--- src/rtl/userio_seq_pkg.sv ---
// Shared types and table-entry layout for the USERIO pattern sequencer.
// An entry is packed as {hold, oe, data}, with data in the least significant bits.
package userio_seq_pkg;

    typedef enum logic [1:0] {
        IDLE  = 2'd0,
        FETCH = 2'd1,
        HOLD  = 2'd2,
        DONE  = 2'd3
    } state_t;

    localparam int DEF_WIDTH = 8;
    localparam int DEF_HOLDW = 16;

    localparam int DATA_LSB = 0;
    localparam int OE_LSB   = DEF_WIDTH;
    localparam int HOLD_LSB = 2 * DEF_WIDTH;

    function automatic int entryWidth(input int width, input int holdW);
        return 2 * width + holdW;
    endfunction

    function automatic int oeLsb(input int width);
        return width;
    endfunction

    function automatic int holdLsb(input int width);
        return 2 * width;
    endfunction

endpackage

--- src/rtl/userio_seq_if.sv ---
// Host-side register bus of the USERIO sequencer: table writes, run control, static pin values and status.
interface userio_seq_if #(
    parameter int pWIDTH = 8,
    parameter int pDEPTH = 16,
    parameter int pHOLDW = 16,
    parameter int pLOOPW = 8
) ();
    localparam int pAW = $clog2(pDEPTH);

    logic                       tbl_we;
    logic [pAW-1:0]             tbl_addr;
    logic [2*pWIDTH+pHOLDW-1:0] tbl_wdata;
    logic [pAW:0]               seq_len;
    logic [pLOOPW-1:0]          seq_loops;
    logic                       start;
    logic                       stop;
    logic [pWIDTH-1:0]          host_data;
    logic [pWIDTH-1:0]          host_oe;
    logic                       busy;
    logic                       done;
    logic [pAW-1:0]             step_idx;
    logic                       tbl_wr_err;

    modport master (
        output tbl_we, tbl_addr, tbl_wdata, seq_len, seq_loops, start, stop, host_data, host_oe,
        input  busy, done, step_idx, tbl_wr_err
    );

    modport slave (
        input  tbl_we, tbl_addr, tbl_wdata, seq_len, seq_loops, start, stop, host_data, host_oe,
        output busy, done, step_idx, tbl_wr_err
    );

endinterface

--- src/rtl/userio_seq_tbl.sv ---
// Pattern table: simple dual-port RAM, synchronous write and registered read.
// Contents have no reset so the array maps onto LUTRAM or block RAM.
module userio_seq_tbl #(
    parameter int pDEPTH = 16,
    parameter int pEW    = 32,
    parameter int pAW    = $clog2(pDEPTH)
) (
    input  logic           clk,
    input  logic           i_we,
    input  logic [pAW-1:0] i_waddr,
    input  logic [pEW-1:0] i_wdata,
    input  logic           i_re,
    input  logic [pAW-1:0] i_raddr,
    output logic [pEW-1:0] o_rdata
);

    logic [pEW-1:0] r_mem [pDEPTH];
    logic [pEW-1:0] r_rdata;

    always_ff @(posedge clk) begin
        if (i_we) begin
            r_mem[i_waddr] <= i_wdata;
        end
    end

    // The read register only moves on a fetch, so the entry stays stable for the whole step.
    always_ff @(posedge clk) begin
        if (i_re) begin
            r_rdata <= r_mem[i_raddr];
        end
    end

    assign o_rdata = r_rdata;

endmodule

--- src/rtl/userio_seq.sv ---
// USERIO pin sequencer and owner arbiter: host static values when idle, table replay when running.
// Optional pin capture at the end of each step is enabled by defining USERIO_SEQ_CAPTURE_EN.
module userio_seq
    import userio_seq_pkg::*;
#(
    parameter int pWIDTH = 8,
    parameter int pDEPTH = 16,
    parameter int pHOLDW = 16,
    parameter int pLOOPW = 8
) (
    input  logic              usb_clk,
    input  logic              reset_n,
    userio_seq_if.slave       bus,
    output logic [pWIDTH-1:0] o_userio_drive_data,
    output logic [pWIDTH-1:0] o_userio_pwdriven
`ifdef USERIO_SEQ_CAPTURE_EN
    ,
    input  logic [pWIDTH-1:0] i_userio_sample,
    output logic [pWIDTH-1:0] o_cap_data,
    output logic              o_cap_valid
`endif
);

    localparam int pAW      = $clog2(pDEPTH);
    localparam int pEW      = entryWidth(pWIDTH, pHOLDW);
    localparam int OE_OFS   = oeLsb(pWIDTH);
    localparam int HOLD_OFS = holdLsb(pWIDTH);

    state_t            r_state;
    state_t            w_nextState;
    logic [pAW-1:0]    r_stepIdx;
    logic [pLOOPW-1:0] r_passCnt;
    logic [pHOLDW-1:0] r_holdCnt;
    logic [pAW:0]      r_seqLen;
    logic [pLOOPW-1:0] r_seqLoops;
    logic [pWIDTH-1:0] r_outData;
    logic [pWIDTH-1:0] r_outOe;
    logic              r_zeroDone;
    logic              r_wrErr;

    logic [pEW-1:0]    w_rdEntry;
    logic [pWIDTH-1:0] w_entryData;
    logic [pWIDTH-1:0] w_entryOe;
    logic [pHOLDW-1:0] w_entryHold;
    logic [pAW:0]      w_seqLenSat;
    logic              w_startReq;
    logic              w_lastHold;
    logic              w_stepMore;
    logic              w_passMore;
    logic              w_busy;
    logic              w_done;
    logic              w_tblWe;
    logic              w_tblRe;

    assign w_entryData = w_rdEntry[DATA_LSB +: pWIDTH];
    assign w_entryOe   = w_rdEntry[OE_OFS +: pWIDTH];
    assign w_entryHold = w_rdEntry[HOLD_OFS +: pHOLDW];

    assign w_seqLenSat = (bus.seq_len > (pAW+1)'(pDEPTH)) ? (pAW+1)'(pDEPTH) : bus.seq_len;
    // Stop has priority, so a coincident start/stop never launches a run.
    assign w_startReq  = bus.start & ~bus.stop;
    assign w_lastHold  = (r_state == HOLD) && (r_holdCnt == w_entryHold);
    assign w_stepMore  = (({1'b0, r_stepIdx} + (pAW+1)'(1)) < r_seqLen);
    assign w_passMore  = (r_seqLoops == '0) ||
                         (({1'b0, r_passCnt} + (pLOOPW+1)'(1)) < {1'b0, r_seqLoops});

    userio_seq_tbl #(
        .pDEPTH (pDEPTH),
        .pEW    (pEW),
        .pAW    (pAW)
    ) u_tbl (
        .clk     (usb_clk),
        .i_we    (w_tblWe),
        .i_waddr (bus.tbl_addr),
        .i_wdata (bus.tbl_wdata),
        .i_re    (w_tblRe),
        .i_raddr (r_stepIdx),
        .o_rdata (w_rdEntry)
    );

    always_ff @(posedge usb_clk or negedge reset_n) begin
        if (!reset_n) begin
            r_state <= IDLE;
        end else begin
            r_state <= w_nextState;
        end
    end

    always_comb begin
        w_nextState = r_state;
        w_busy      = 1'b0;
        w_done      = r_zeroDone;
        w_tblRe     = 1'b0;
        case (r_state)
            IDLE: begin
                if (w_startReq && (w_seqLenSat != '0)) begin
                    w_nextState = FETCH;
                end
            end
            FETCH: begin
                w_busy      = 1'b1;
                w_tblRe     = 1'b1;
                w_nextState = bus.stop ? IDLE : HOLD;
            end
            HOLD: begin
                w_busy = 1'b1;
                if (bus.stop) begin
                    w_nextState = IDLE;
                end else if (w_lastHold) begin
                    w_nextState = (w_stepMore || w_passMore) ? FETCH : DONE;
                end
            end
            DONE: begin
                w_done      = 1'b1;
                w_nextState = IDLE;
            end
            default: begin
                w_nextState = IDLE;
            end
        endcase
        w_tblWe = bus.tbl_we & ~w_busy;
    end

    // Step, pass and hold counters; run parameters are latched at start so host edits cannot disturb a run.
    always_ff @(posedge usb_clk or negedge reset_n) begin
        if (!reset_n) begin
            r_stepIdx  <= '0;
            r_passCnt  <= '0;
            r_holdCnt  <= '0;
            r_seqLen   <= '0;
            r_seqLoops <= '0;
        end else begin
            case (r_state)
                IDLE: begin
                    if (w_nextState == FETCH) begin
                        r_stepIdx  <= '0;
                        r_passCnt  <= '0;
                        r_seqLen   <= w_seqLenSat;
                        r_seqLoops <= bus.seq_loops;
                    end
                end
                FETCH: begin
                    r_holdCnt <= '0;
                end
                HOLD: begin
                    if (!w_lastHold) begin
                        r_holdCnt <= r_holdCnt + pHOLDW'(1);
                    end else if (!bus.stop) begin
                        if (w_stepMore) begin
                            r_stepIdx <= r_stepIdx + pAW'(1);
                        end else begin
                            r_stepIdx <= '0;
                            r_passCnt <= r_passCnt + pLOOPW'(1);
                        end
                    end
                end
                default: begin
                end
            endcase
        end
    end

    // Pin holding register: tracks the host when heading to IDLE, otherwise keeps the last entry between steps.
    always_ff @(posedge usb_clk or negedge reset_n) begin
        if (!reset_n) begin
            r_outData  <= '0;
            r_outOe    <= '0;
            r_zeroDone <= 1'b0;
            r_wrErr    <= 1'b0;
        end else begin
            if (w_nextState == IDLE) begin
                r_outData <= bus.host_data;
                r_outOe   <= bus.host_oe;
            end else if (r_state == HOLD) begin
                r_outData <= w_entryData;
                r_outOe   <= w_entryOe;
            end
            r_zeroDone <= (r_state == IDLE) && w_startReq && (w_seqLenSat == '0);
            r_wrErr    <= bus.tbl_we & w_busy;
        end
    end

    assign o_userio_drive_data = (r_state == HOLD) ? w_entryData : r_outData;
    assign o_userio_pwdriven   = (r_state == HOLD) ? w_entryOe   : r_outOe;

    assign bus.busy       = w_busy;
    assign bus.done       = w_done;
    assign bus.step_idx   = r_stepIdx;
    assign bus.tbl_wr_err = r_wrErr;

`ifdef USERIO_SEQ_CAPTURE_EN
    logic [pWIDTH-1:0] r_capData;

    always_ff @(posedge usb_clk or negedge reset_n) begin
        if (!reset_n) begin
            r_capData <= '0;
        end else if (w_lastHold) begin
            r_capData <= i_userio_sample;
        end
    end

    // The sample is visible in the same cycle as the strobe and held afterwards.
    assign o_cap_valid = w_lastHold;
    assign o_cap_data  = w_lastHold ? i_userio_sample : r_capData;
`endif

endmodule

--- src/flat_wrapper.sv ---
// flat-port wrapper written by rule: the top's interface ports become plain ports
module userio_seq_flat import userio_seq_pkg::*;
#(
    parameter int pWIDTH = 8,
    parameter int pDEPTH = 16,
    parameter int pHOLDW = 16,
    parameter int pLOOPW = 8
)
  (usb_clk, reset_n, o_userio_drive_data, o_userio_pwdriven, bus_tbl_we, bus_tbl_addr, bus_tbl_wdata, bus_seq_len, bus_seq_loops, bus_start, bus_stop, bus_host_data, bus_host_oe, bus_busy, bus_done, bus_step_idx, bus_tbl_wr_err);
  userio_seq_if #(.pWIDTH(pWIDTH), .pDEPTH(pDEPTH), .pHOLDW(pHOLDW), .pLOOPW(pLOOPW)) bus_i ();
  input  logic usb_clk;
  input  logic reset_n;
  output logic [pWIDTH-1:0] o_userio_drive_data;
  output logic [pWIDTH-1:0] o_userio_pwdriven;
  input wire logic [$bits(bus_i.tbl_we)-1:0] bus_tbl_we;
  input wire logic [$bits(bus_i.tbl_addr)-1:0] bus_tbl_addr;
  input wire logic [$bits(bus_i.tbl_wdata)-1:0] bus_tbl_wdata;
  input wire logic [$bits(bus_i.seq_len)-1:0] bus_seq_len;
  input wire logic [$bits(bus_i.seq_loops)-1:0] bus_seq_loops;
  input wire logic [$bits(bus_i.start)-1:0] bus_start;
  input wire logic [$bits(bus_i.stop)-1:0] bus_stop;
  input wire logic [$bits(bus_i.host_data)-1:0] bus_host_data;
  input wire logic [$bits(bus_i.host_oe)-1:0] bus_host_oe;
  output wire logic [$bits(bus_i.busy)-1:0] bus_busy;
  output wire logic [$bits(bus_i.done)-1:0] bus_done;
  output wire logic [$bits(bus_i.step_idx)-1:0] bus_step_idx;
  output wire logic [$bits(bus_i.tbl_wr_err)-1:0] bus_tbl_wr_err;
  assign bus_i.tbl_we = bus_tbl_we;
  assign bus_i.tbl_addr = bus_tbl_addr;
  assign bus_i.tbl_wdata = bus_tbl_wdata;
  assign bus_i.seq_len = bus_seq_len;
  assign bus_i.seq_loops = bus_seq_loops;
  assign bus_i.start = bus_start;
  assign bus_i.stop = bus_stop;
  assign bus_i.host_data = bus_host_data;
  assign bus_i.host_oe = bus_host_oe;
  assign bus_busy = bus_i.busy;
  assign bus_done = bus_i.done;
  assign bus_step_idx = bus_i.step_idx;
  assign bus_tbl_wr_err = bus_i.tbl_wr_err;
  userio_seq #(.pWIDTH(pWIDTH), .pDEPTH(pDEPTH), .pHOLDW(pHOLDW), .pLOOPW(pLOOPW)) u_core (.usb_clk(usb_clk), .reset_n(reset_n), .bus(bus_i), .o_userio_drive_data(o_userio_drive_data), .o_userio_pwdriven(o_userio_pwdriven));
endmodule
--- config.mk ---
export PLATFORM = sky130hd
export DESIGN_NAME = userio_seq_flat
export DESIGN_NICKNAME = d
export VERILOG_FILES = /design/src/rtl/userio_seq_pkg.sv /design/src/rtl/userio_seq_if.sv /design/src/rtl/userio_seq_tbl.sv /design/src/rtl/userio_seq.sv /design/src/flat_wrapper.sv
export SDC_FILE = /design/constraint.sdc
export NUM_CORES = 1
export LEC_CHECK = 0
export CAP_MARGIN = 0
export CORE_UTILIZATION = 40
export CTS_BUF_LIST = sky130_fd_sc_hd__clkbuf_4
export DETAILED_ROUTE_END_ITERATION = 10
export PLACE_DENSITY = 0.61
export SKIP_LAST_GASP = 1
export SYNTH_ARGS = -nofsm -noshare
export SYNTH_HDL_FRONTEND = slang
export SYNTH_SLANG_ARGS = --single-unit
--- constraint.sdc ---
create_clock -name usb_clk -period 5.7 [get_ports usb_clk]
set_input_delay 0.57 -clock usb_clk [delete_from_list [all_inputs] [get_ports usb_clk]]
set_output_delay 0.57 -clock usb_clk [all_outputs]
set_load 0.02 [all_outputs]
==> results_dict.tcl <==
set metrics [dict create \
    grtUsageTotal_pct 18.7 \
    totalPowerFinal_mw 10.4 \
    grt_pass1_wl_um 80600 \
    clkPwrFrac_pct 36.5 \
    viasPerCell 5.29 \
    clk_latency_ns 1.00 \
    gp_congestion 0.787 \
    cts_buffers 157 \
    worst_slew_pin_slew_ns 1.31 \
    intPower_mw 7.74 \
    ir_drop_uv 222 \
    ys_types 58 \
    die_h_um 246 \
    die_x_um 246 \
    h-tree-depth 4 \
    pre_cts_slack_ns 1.90 \
    place_inst 1945 \
    fp.dieArea_um2 60700 \
    rows 89 \
    postCtsHoldBufs 1 \
    power_density_nw_per_um2 371 \
    io_pins 93 \
    stdcell_count 2239 \
    drtIter0Drc 1148 \
    setup_viol 0 \
    ys_warn_count 0 \
    reg2reg_from "u_core.bus.step_idx[0]$_DFFE_PN0P_" \
    mostFrequentLayoutCells "edfxtp_1 (544), clkbuf_4 (241), mux4_2 (160), clkdlybuf4s50_1 (91), dfrtp_1 (57)" \
    grt_max_degree 98 \
    initial_core_util_pct 40.5 \
    reg2reg_slack_ns 1.87 \
    p_seq_share_pct 50.4 \
    fin_crit_ns 4.15 \
    grt_overflow 0 \
    synth_area_um2 23900 \
    firstDrtPassIters 5 \
    hold_slack_ns 0.174 \
    critPathLaunchType "register" \
    seq_area_frac_synth_pct 74.8 \
    cp.required_ns 5.13 \
    ys_seq_elements 605 \
    syn_nets 1190 \
    min_from "bus_host_oe[2]" \
    rsz0062_at_grt "no" \
    p_sw_mw 2.64 \
    p_leak_nw 9.12 \
    cts_tree "built" \
    status "finished clean" \
    cap_viol_max_count 0 \
    placed_cell_area_um2 25900 \
    fin_setup_tns_ns 0 \
    synth_cells 1101 \
    slew_viol_final 0 \
    ys.flop_type "edfxtp_1" \
    path_class "reg -> out" \
    ant_nets 0 \
    drive_above_1_share_pct 35.7 \
    async_reset_ff_share_pct 10.1 \
    grt_pass1_vias 12719 \
    wirelength_um 54400 \
    final_area_um2 28000 \
    hpwlAfterDp_um 28200 \
    cts_buffer_depth 3 \
    worstSetupEndpointType "output port" \
    final_common_cell "edfxtp_1" \
    clkTransAtPathRegs_ns 0.07 \
    cp-startpoint "u_core.r_state[0]$_DFF_PN0_" \
    io_buffers 92 \
    cts-root-buf "clkbuf_4" \
    max-slew-margin-rel_pct 11.9 \
    vias 11854 \
    synth_edf_count 544 \
    worst_ep_arrival_time_ns 3.58 \
    grt_antenna_before_repair 5 \
    nNetsFinal 1421 \
    postLayoutSetupSlackWorst_ns 1.55 \
    drcViolationCount 0 \
    wl_per_cell_um 24.3 \
    fmax_ghz 0.241 \
    avgSynthCellArea_um2 21.7 \
    fin_skew_ns 0.0675 \
    hold_viol 0 \
    utilization_pct 47.4 \
    area_delta_synth_final_pct 17.2 \
    crit_path_max_fanout 14 \
    post-cts-setup-buffers 0 \
    core_um2 59000 \
    cts-resized-gates 0 \
    pwr-share-comb_pct 13.1 \
    switching_share_pct 25.5 \
    min_period_over_period_pct 72.8 \
    hold_class "in -> reg" \
    cts_num_sinks 605 \
]
[power groups by stage]
stage	Clock (mW)	Combinational, mW	Sequential, mW
6_report	3.79	1.36	5.23
5_1_grt	4.13	1.48	5.25
4_1_cts	3.90	1.38	5.23
3_5_place_dp	0	1.37	5.32
3_3_place_gp	0	1.35	5.32
2_1_floorplan	0	0.863	5.29
[sequential cells by signal, indices dropped and copies added, names as in the netlist]
register / count
u_core.bus.tbl_wr_err: 1
u_core.u_tbl.o_rdata: 32
u_core.bus.step_idx: 4
u_core.r_outOe: 8
u_core.r_outData: 8
u_core.r_zeroDone: 1
u_core.r_state: 2
u_core.r_seqLen: 5
u_core.u_tbl.r_mem: 512
u_core.r_seqLoops: 8
u_core.r_passCnt: 8
u_core.r_holdCnt: 16
[cells by family after synthesis]
kind of cell,synth area share [%]
AOI/OAI and AO/OA,2.35
buffers and inverters,1.06
DFF,74.8
and+or+nand+nor,2.35
xor gates and xnor gates,1.06
adders and majority gates,0.995
muxes,17.4
[final timing paths]
path	endpoint	depth (start not counted)
setup reg to reg	u_core.r_outData[1]$_DFF_PN0_	9
min in group asynchronous	u_core.r_seqLen[3]$_DFFE_PN0P_	3
hold reg to reg	u_core.r_seqLen[4]$_DFFE_PN0P_	1
setup / recovery	o_userio_drive_data[3]	5
hold / removal	u_core.r_outOe[2]$_DFF_PN0_	2
max in group asynchronous	u_core.bus.step_idx[0]$_DFFE_PN0P_	3
[routing by layer]
| metal | global-route usage (%) | vias up | wire [um] |
|---|---|---|---|
| met2 | 29.0 | 417 | 26000 |
| met3 | 6.00 | 61 | 4110 |
| li1 | - | 5178 | - |
| met4 | 6.01 | 2 | 772 |
| met5 | 0 | - | 14 |
| met1 | 25.1 | 6196 | 23500 |
[cell usage after synthesis, types with 8 or more instances]
cell type / instances / area share, %
and3_1: 10 / 0.26
buf_1: 16 / 0.25
clkbuf_1: 24 / 0.38
dfrtp_1: 61 / 6.4
edfxtp_1: 544 / 68
ha_1: 19 / 1.0
inv_1: 16 / 0.25
mux2_2: 35 / 1.7
mux4_2: 160 / 15
nand2_1: 17 / 0.27
nand2b_1: 10 / 0.26
nand3_1: 11 / 0.23
nand4_1: 10 / 0.26
nor2_1: 27 / 0.42
nor3_1: 8 / 0.17
o21ai_0: 20 / 0.42
xnor2_1: 20 / 0.73
xor2_1: 9 / 0.33
[worst max-delay path, cell delays in order (launching register included)]
cell,delay [ns]
dfrtp_1,0.42
inv_1,0.12
ha_1,0.71
buf_4,0.40
mux2_2,0.38
clkdlybuf4s50_1,0.55
[cell type report]
cell class,count,area (um2)
inverters,16,60.1
clock inverters,44,260
well taps,773,967
clock buffers,241,1810
fillers,4957,31000
repair buffers,117,1120
flip-flops and latches,605,17900
diodes,8,20.0
multi-input cells,435,5880
No activity file was read; power rests on OpenSTA's default activity.
